## src/rtl/unsigned_div_pkg.sv

```systemverilog
// Shared types and constants for the sequential 16/8 unsigned divider.
package unsigned_div_pkg;

  typedef enum logic [1:0] {
    IDLE = 2'd0,
    RUN  = 2'd1,
    DONE = 2'd2
  } state_t;

  localparam int DIVIDEND_W = 16;
  localparam int DIVISOR_W  = 8;
  localparam int STEPS      = 8;
  localparam logic [DIVISOR_W-1:0] SAT = 8'hFF;

endpackage

```

## src/rtl/unsigned_div_step.sv

```systemverilog
// One restoring-division step: shift a dividend bit into the partial
// remainder, subtract the divisor if it fits and emit the quotient bit.
module unsigned_div_step
  import unsigned_div_pkg::*;
(
  input  logic [DIVISOR_W:0]   rem_in,
  input  logic                 bit_in,
  input  logic [DIVISOR_W-1:0] divisor,
  output logic [DIVISOR_W:0]   rem_out,
  output logic                 q_bit
);

  logic [DIVISOR_W+1:0] shifted;
  logic [DIVISOR_W:0]   diff;

  always_comb begin
    shifted = {rem_in, bit_in};
    diff    = shifted[DIVISOR_W:0] - {1'b0, divisor};
    q_bit   = (shifted >= {2'b00, divisor});
    rem_out = q_bit ? diff : shifted[DIVISOR_W:0];
  end

endmodule

```

## src/rtl/unsigned_div_16by8_seq.sv

```systemverilog
// Sequential 16/8 unsigned divider: one restoring step per cycle, with
// early exit for divide-by-zero and quotient overflow.
module unsigned_div_16by8_seq
  import unsigned_div_pkg::*;
(
  input  logic                  clk,
  input  logic                  rst,
  input  logic                  in_valid,
  output logic                  in_ready,
  input  logic [DIVIDEND_W-1:0] z,
  input  logic [DIVISOR_W-1:0]  y,
  output logic                  out_valid,
  input  logic                  out_ready,
  output logic [DIVISOR_W-1:0]  x,
  output logic [DIVISOR_W-1:0]  r,
  output logic                  dbz,
  output logic                  ovf
);

  state_t               state_reg, state_next;
  logic [DIVISOR_W:0]   rem_reg;
  logic [DIVISOR_W-1:0] quo_reg;
  logic [DIVISOR_W-1:0] z_lo_reg;
  logic [DIVISOR_W-1:0] y_reg;
  logic [2:0]           cnt_reg;
  logic                 dbz_reg, ovf_reg;

  logic                 accept, is_zero, is_ovf, last_step;
  logic [DIVISOR_W:0]   step_rem;
  logic                 step_q;

  assign accept    = in_valid && in_ready;
  assign is_zero   = (y == '0);
  assign is_ovf    = (z[DIVIDEND_W-1:DIVISOR_W] >= y);
  assign last_step = (cnt_reg == 3'(STEPS - 1));

  unsigned_div_step u_step (
    .rem_in  (rem_reg),
    .bit_in  (z_lo_reg[DIVISOR_W-1]),
    .divisor (y_reg),
    .rem_out (step_rem),
    .q_bit   (step_q)
  );

  always_ff @(posedge clk) begin
    if (rst) state_reg <= IDLE;
    else     state_reg <= state_next;
  end

  always_comb begin
    state_next = state_reg;
    case (state_reg)
      IDLE: if (accept) state_next = (is_zero || is_ovf) ? DONE : RUN;
      RUN:  if (last_step) state_next = DONE;
      DONE: if (out_ready) state_next = IDLE;
      default: state_next = IDLE;
    endcase
  end

  always_comb begin
    in_ready  = (state_reg == IDLE);
    out_valid = (state_reg == DONE);
  end

  always_ff @(posedge clk) begin
    if (rst) begin
      rem_reg  <= '0;
      quo_reg  <= '0;
      z_lo_reg <= '0;
      y_reg    <= '0;
      cnt_reg  <= '0;
      dbz_reg  <= 1'b0;
      ovf_reg  <= 1'b0;
    end else begin
      case (state_reg)
        IDLE: if (accept) begin
          y_reg    <= y;
          z_lo_reg <= z[DIVISOR_W-1:0];
          cnt_reg  <= '0;
          dbz_reg  <= is_zero;
          ovf_reg  <= !is_zero && is_ovf;
          // dbz wins over ovf; both saturate the quotient
          if (is_zero) begin
            quo_reg <= SAT;
            rem_reg <= {1'b0, z[DIVISOR_W-1:0]};
          end else if (is_ovf) begin
            quo_reg <= SAT;
            rem_reg <= {1'b0, SAT};
          end else begin
            quo_reg <= '0;
            rem_reg <= {1'b0, z[DIVIDEND_W-1:DIVISOR_W]};
          end
        end
        RUN: begin
          rem_reg  <= step_rem;
          quo_reg  <= {quo_reg[DIVISOR_W-2:0], step_q};
          z_lo_reg <= {z_lo_reg[DIVISOR_W-2:0], 1'b0};
          cnt_reg  <= cnt_reg + 3'd1;
        end
        default: ;
      endcase
    end
  end

  assign x   = quo_reg;
  assign r   = rem_reg[DIVISOR_W-1:0];
  assign dbz = dbz_reg;
  assign ovf = ovf_reg;

endmodule

```

## config.mk

```make
export PLATFORM = sky130hd
export DESIGN_NAME = unsigned_div_16by8_seq
export DESIGN_NICKNAME = d
export VERILOG_FILES = /design/src/rtl/unsigned_div_pkg.sv /design/src/rtl/unsigned_div_step.sv /design/src/rtl/unsigned_div_16by8_seq.sv
export SDC_FILE = /design/constraint.sdc
export NUM_CORES = 1
export LEC_CHECK = 0
export ABC_AREA = 1
export CAP_MARGIN = 20
export CORE_ASPECT_RATIO = 0.8
export CORE_MARGIN = 5
export CORE_UTILIZATION = 45
export CTS_CLUSTER_DIAMETER = 50
export DETAILED_ROUTE_END_ITERATION = 7
export PLACE_DENSITY = 0.78
export SLEW_MARGIN = 40
export SYNTH_ARGS = -nofsm -noshare
export SYNTH_HDL_FRONTEND = slang
export SYNTH_SLANG_ARGS = --single-unit
```

## constraint.sdc

```tcl
create_clock -name clk -period 3 [get_ports clk]
set_input_delay 0.3 -clock clk [delete_from_list [all_inputs] [get_ports clk]]
set_output_delay 0.3 -clock clk [all_outputs]
set_load 0.01 [all_outputs]
```

# ---- Yosys cells after proc, flatten, opt, wreduce, memory -nomap -nowiden
# Cells that the tools add are included.
# W data, S select, Z words.
dict set report word_totals {
  ff_bits 40
}
dict set report classes {
  n_eq_ne 6
  order_cmp 2
  add_sub_neg 2
  n_reduce_logical 10
  muxes 18
}
# op count
set op_table {}
lappend op_table {{$mux W8} 6}
lappend op_table {{$pmux W8 S2} 2}
lappend op_table {{$mux W9} 2}
lappend op_table {{$pmux W9 S2} 1}
lappend op_table {{$ge A10 B8 Y1} 1}
lappend op_table {{$sub A9 B8 Y9} 1}
lappend op_table {{$ge A8 B8 Y1} 1}
lappend op_table {{$logic_not A8 Y1} 1}
lappend op_table {{$mux W2} 4}
lappend op_table {{$pmux W2 S3} 1}
lappend op_table {{$pmux W3 S2} 1}
lappend op_table {{$ne A2 B1 Y1 const B} 2}
lappend op_table {{$reduce_and A2 Y1} 2}
lappend op_table {{$add A3 B1 Y3 const B} 1}
lappend op_table {{$eq A3 B3 Y1 const B} 1}
lappend op_table {{$mux W3} 1}
lappend op_table {{$reduce_and A3 Y1} 1}
lappend op_table {{$eq A2 B1 Y1 const B} 1}
lappend op_table {{$eq A2 B2 Y1 const B} 1}
lappend op_table {{$logic_and A1 B1 Y1} 2}
lappend op_table {{$logic_not A2 Y1} 1}
lappend op_table {{$ne A2 B2 Y1 const B} 1}
lappend op_table {{$reduce_bool A2 Y1} 1}
lappend op_table {{$logic_not A1 Y1} 1}
lappend op_table {{$logic_or A1 B1 Y1} 1}

# ---- Logic depth before layout (Yosys ltp)
dict set report logic_depth {
  ltp_word 5
  mapped_depth 14
}

# ---- By module
# A second synthesis with hierarchy kept.
dict set report unflattened {
  hier_cells 394
  hier_area_um2 2706.3
}
# mod area_per_inst_um2 cells_per_inst n_inst seq_area_each_um2
set modules_own_cells {}
lappend modules_own_cells {unsigned_div_16by8_seq 2040.7 275 1 800.8}
lappend modules_own_cells {unsigned_div_step 665.6 119 1 0.0}

# ---- Worst setup path after synthesis
# No wires, ideal clock.
dict set report synth_path {
  kind {register -> register}
  start {reg z_lo_reg[7]}
  end {reg rem_reg[3]}
  path_slack_ps 1212
  path_stages_with_launch 15
  arrival_ps 1679
  period_less_slack_ps 1788
  setup_ps 109
  cell_sequence {dfxtp_1 inv_1 ha_1 inv_1 fa_1 nand3_1 nand3_2 nand2_2 inv_2 nor2_4 nand2_1 nand3_1 nand3_1 nand2_1 inv_1}
}
dict set report synth_between {
  elab_chain_cells 3
  elab_cells_between_ends 4
  cone_classes {add/sub: 1; order compare: 1; mux: 2}
}
# element line
set synth_rtl {}
lappend synth_rtl {{start: declaration} unsigned_div_16by8_seq.sv:23} ;# logic [DIVISOR_W-1:0] z_lo_reg;
lappend synth_rtl {{start signal: assignment} unsigned_div_16by8_seq.sv:78} ;# z_lo_reg <= z[DIVISOR_W-1:0];
lappend synth_rtl {{start signal: assignment} unsigned_div_16by8_seq.sv:97} ;# z_lo_reg <= {z_lo_reg[DIVISOR_W-2:0], 1'b0};
lappend synth_rtl {{$sub A9 B8 Y9 / $ge A10 B8 Y1 (equally long branches)} {unsigned_div_step.sv:18, unsigned_div_step.sv:19}}
lappend synth_rtl {{$mux W9 *} unsigned_div_step.sv:20} ;# rem_out = q_bit ? diff : shifted[DIVISOR_W:0];
lappend synth_rtl {{$pmux W9 S2 *} unsigned_div_16by8_seq.sv:75} ;# case (state_reg)
lappend synth_rtl {{end signal: assignment} unsigned_div_16by8_seq.sv:85} ;# rem_reg <= {1'b0, z[DIVISOR_W-1:0]};
lappend synth_rtl {{end signal: assignment} unsigned_div_16by8_seq.sv:88} ;# rem_reg <= {1'b0, SAT};
lappend synth_rtl {{end signal: assignment} unsigned_div_16by8_seq.sv:91} ;# rem_reg <= {1'b0, z[DIVIDEND_W-1:DIVISOR_W]};
lappend synth_rtl {{end: declaration} unsigned_div_16by8_seq.sv:21} ;# logic [DIVISOR_W:0] rem_reg;
# Every way passes the cells marked *; elsewhere a longest branch is shown, timed or not.
# A chain may end at the register's enable or synchronous reset.

# ---- Worst setup path in the final report
dict set report layout_path {
  start {reg z_lo_reg[7]}
  end {reg rem_reg[2]}
}
# Same word-level chain as after synthesis.

==> key figures <==
STA
  • Slew Viols, Final: 0
  • Clock period minus worst slack: 2.094 ns
  • Slew HR: 58.93%
  • Worst slew pin tran: ~0.61 ns
  • Setup-failing EPs final: 0
  • Tcrit/Tclk final: between 60 and 70%
  • Final hold vios: 0
  • Post-route setup TNS: 0 ns
  • Max frequency: roughly 480 MHz
  • RSZ-0062 raised after global routing: false
  • Clock skew: 0.004576 ns

Power
  • Maximum VDD drop: 0.0002806 V
  • Cell Int Power: 1267 uW
  • Combinational power share: between 40% and 50%
  • Clock share of power: a little over a fifth
  • Switching share of power: between 40% and 50%
  • Switching power: 874.7 uW
  • Leak: about 0.0016 uW
  • Sequential power share: a little under a third
  • Pwr/cell area: around 650 mW/mm^2

Synth
  • Synthesized area per cell: roughly 6.7 sq um
  • Sequential share of the synthesized area: 29.45%
  • Mapped Nets: approximately 450
  • Synth top area cells: dfxtp_1 29%, nand2_1 13%, inv_1 8.8%
  • Complex-gate fraction of the synthesized area: a little over an eighth
  • Post-synth top area share: between 20% and 30%
  • Number of flops mapped to enable cells by yosys: 0
  • Adder-Cell Fraction of Synth Area: a little under a tenth
  • Prevailing post-synth register cell: dfxtp_1
  • Synth warn: 0
  • Post-Syn Instances: 405
  • Mapped cell area: approximately 0.0027 sq mm
  • Post-synth cell types: 34
  • Dominant cell type by area after synthesis: dfxtp_1
  • Synth Area in Simple Gates: 32.77%
  • Synth Area in XOR/XNOR: less than 1%
  • Largest family of logic cells by synthesized area: simple AND/OR/NAND/NOR gates
  • Synth async-reset ratio: 0%
  • #FFs+latches synth: 40
  • Mux contribution to synthesized area: 0%

Global routing
  • Largest net degree at the start of global routing: 35
  • Grt ovf: 0
  • All-Layer GR Usage: roughly 18%
  • Vias in the first global route: 2533
  • First-pass GRT wire length: between 10000 and 15000 microns
  • Initial antenna violation count: 0

Critical path
  • Critical path endpoint category: flip-flop
  • RR Startpoint: z_lo_reg[7]
  • Data arrival, critical path: ~2.3 ns
  • Worst Path Max Fanout: 7
  • R2R Path End: rem_reg[2]
  • CP cell instances: inv_1 > ha_1 > inv_1 > fa_1 > nand3_1 > nand3_2 > nand2_2 > inv_2 > nor2_4 > nand2_1 > nand3_1 > nand3_1 > nand2_1 > inv_1
  • Crit-path slowest cell: fa_1
  • R2R depth: 14
  • Reg2Reg Setup Slack: 0.91 ns
  • CP Data Required Time: approximately 3.2 ns
  • Max stage delay on crit path: 0.44 ns
  • Setup CP Type: reg2reg
  • Element type at the critical path start: flip-flop

Layout
  • Share of layout cells above drive strength 1: 7.273%
  • Ant diodes: 0
  • Max FFs per register: 9
  • Area of the multi-input gates: 0.001526 sq mm
  • Storage element area: between 800 and 900 sq um
  • # nets final: about 500
  • Final core utilization: between 50% and 60%
  • Area grow syn2layout: 20.25%
  • Fill count: about 590

Placed design
  • Gp weighted congestion: just under 0.9
  • DP HPWL: approximately 5400 microns
  • Port-buffer cells: between 40 and 50

Routing
  • DRT antenna net count: 0
  • Via/cell ratio: between 5 and 6
  • Routed WL per cell: 13.55 microns
  • # DRC: 0
  • Drt first pass iters: 5
  • Vias: about 2700
  • Final WL: a little over 7000 microns
  • DR iter-0 viols: between 200 and 250

Floorplan
  • Top Ports: 48
  • Die height: 79.53 microns
  • Die X-Extent: just under 100 microns
  • Core area: 0.005881 sq mm
  • Starting density of the core: approximately 46%
  • Die ar.: roughly 0.0077 sq mm
  • # rows: 25

Clock tree
  • CTS Buffer Depth: 2
  • TritonCTS Buffers: 5
  • Post-CTS resize count: 0
  • # hold bufs at CTS: 0
  • Worst-Skew Late Latency: ~0.30 ns
  • H-tree levels: 2
  • Root buffer cell: clkbuf_8
  • Clock sink count: 40
  • CTS clk-pin slew, worst paths: roughly 0.08 ns
  • Postcts setup bufs: 0
  • CTS tree: built

Min path
  • Hold path start: z_lo_reg[0]
  • Worst hold stages: 2
  • Worst hold path class: reg2reg
  • Hold Crit Endpoint: z_lo_reg[0]

Run
  • Total of max-cap violations: 0

Run status
  • Status: complete, no violations
[power groups by stage]
stage	logic [uW]	registers, uW	clock network (uW)
CTS	994	680	465
detailed placement	982	692	0
global route	1110	693	495
finish	999	681	462
global placement	956	688	0
floorplan	720	688	0
[cell usage in the layout, fill, tap and decap left out, types with 2 or more instances in the layout]
cell type	synthesis	layout
a21oi_1	25	25
a31oi_1	8	8
clkbuf_8	0	5
clkdlybuf4s50_1	0	47
dfxtp_1	40	40
ha_1	18	18
inv_1	64	64
inv_2	4	4
nand2_1	95	95
nand2_2	6	6
nand2_4	3	3
nand3_1	23	23
nand3b_1	2	2
nand4_1	11	11
nor2_1	36	36
nor2_2	3	3
nor2_4	3	3
o21a_1	2	2
o21ai_0	23	23
o22ai_1	7	7
[how the worst max path moves through the flow]
stage	startpoint	to	slack, ns	cells past startpoint
after floorplan	z_lo_reg[7]	rem_reg[3]	1.21	14
after global placement	y[1]	x[5]	0.85	13
after detailed placement	y[1]	x[5]	0.78	13
after CTS	z_lo_reg[7]	rem_reg[3]	0.93	14
after global routing	z_lo_reg[7]	rem_reg[2]	0.78	14
final	z_lo_reg[7]	rem_reg[2]	0.91	14
[metal layers]
layer  routed length, microns  track usage, %  share of wire, %
met5                        0               0                 0
met4                       85           5.189               1.2
met3                      441           4.541               6.2
met2                     3245           29.82                46
met1                     3287           24.25                47
[Yosys cell counts, types with 3 or more instances]
master     n
ha_1      18
nand2_4    3
nor2_4     3
buf_2      4
buf_4     11
nor2_2     3
clkbuf_1   3
o21ai_0   23
inv_1     64
a21oi_1   25
o22ai_1    7
a31oi_1    8
nand2_1   95
nor2_1    36
nand3_1   23
inv_2      4
dfxtp_1   40
nand2_2    6
nand4_1   11
[metrics by stage]
step                      hold WS (ns)  area [sq um]  instances  setup WS (ns)  total power, uW
after global placement          0.4518          3154        513         0.8539             1644
final                           0.4774          3269        521         0.9056             2141
after CTS                       0.4760          3269        521         0.9272             2140
after global routing            0.5087          3269        521         0.7756             2300
after detailed placement        0.4573          3154        513         0.7798             1674
after floorplan                 0.4290          2719        405          1.212             1409
[layout make-up]
| cell class | count | area share [%] |
|---|---|---|
| flip-flops and latches | 40 | 24.49 |
| clock buffers | 5 | 2.105 |
| well taps | 81 | 3.100 |
| inverters | 68 | 7.807 |
| clock inverters | 3 | 1.416 |
| repair buffers | 47 | 14.39 |
| multi-input cells | 277 | 46.69 |
[worst max-delay path: cells and delay by family, from the launching register on]
family                     cells  cell delay (ns)
DFF                            1             0.32
buffers and inverters          4             0.27
adders and majority gates      2             0.59
and+or+nand+nor                8             0.81
[kinds of logic after synthesis]
group                      Yosys count
adders and majority gates           19
xor gates and xnor gates             2
buffers and inverters               88
AOI/OAI and AO/OA                   68
DFF                                 40
and+or+nand+nor                    188
(Power assumes the default switching activity.)
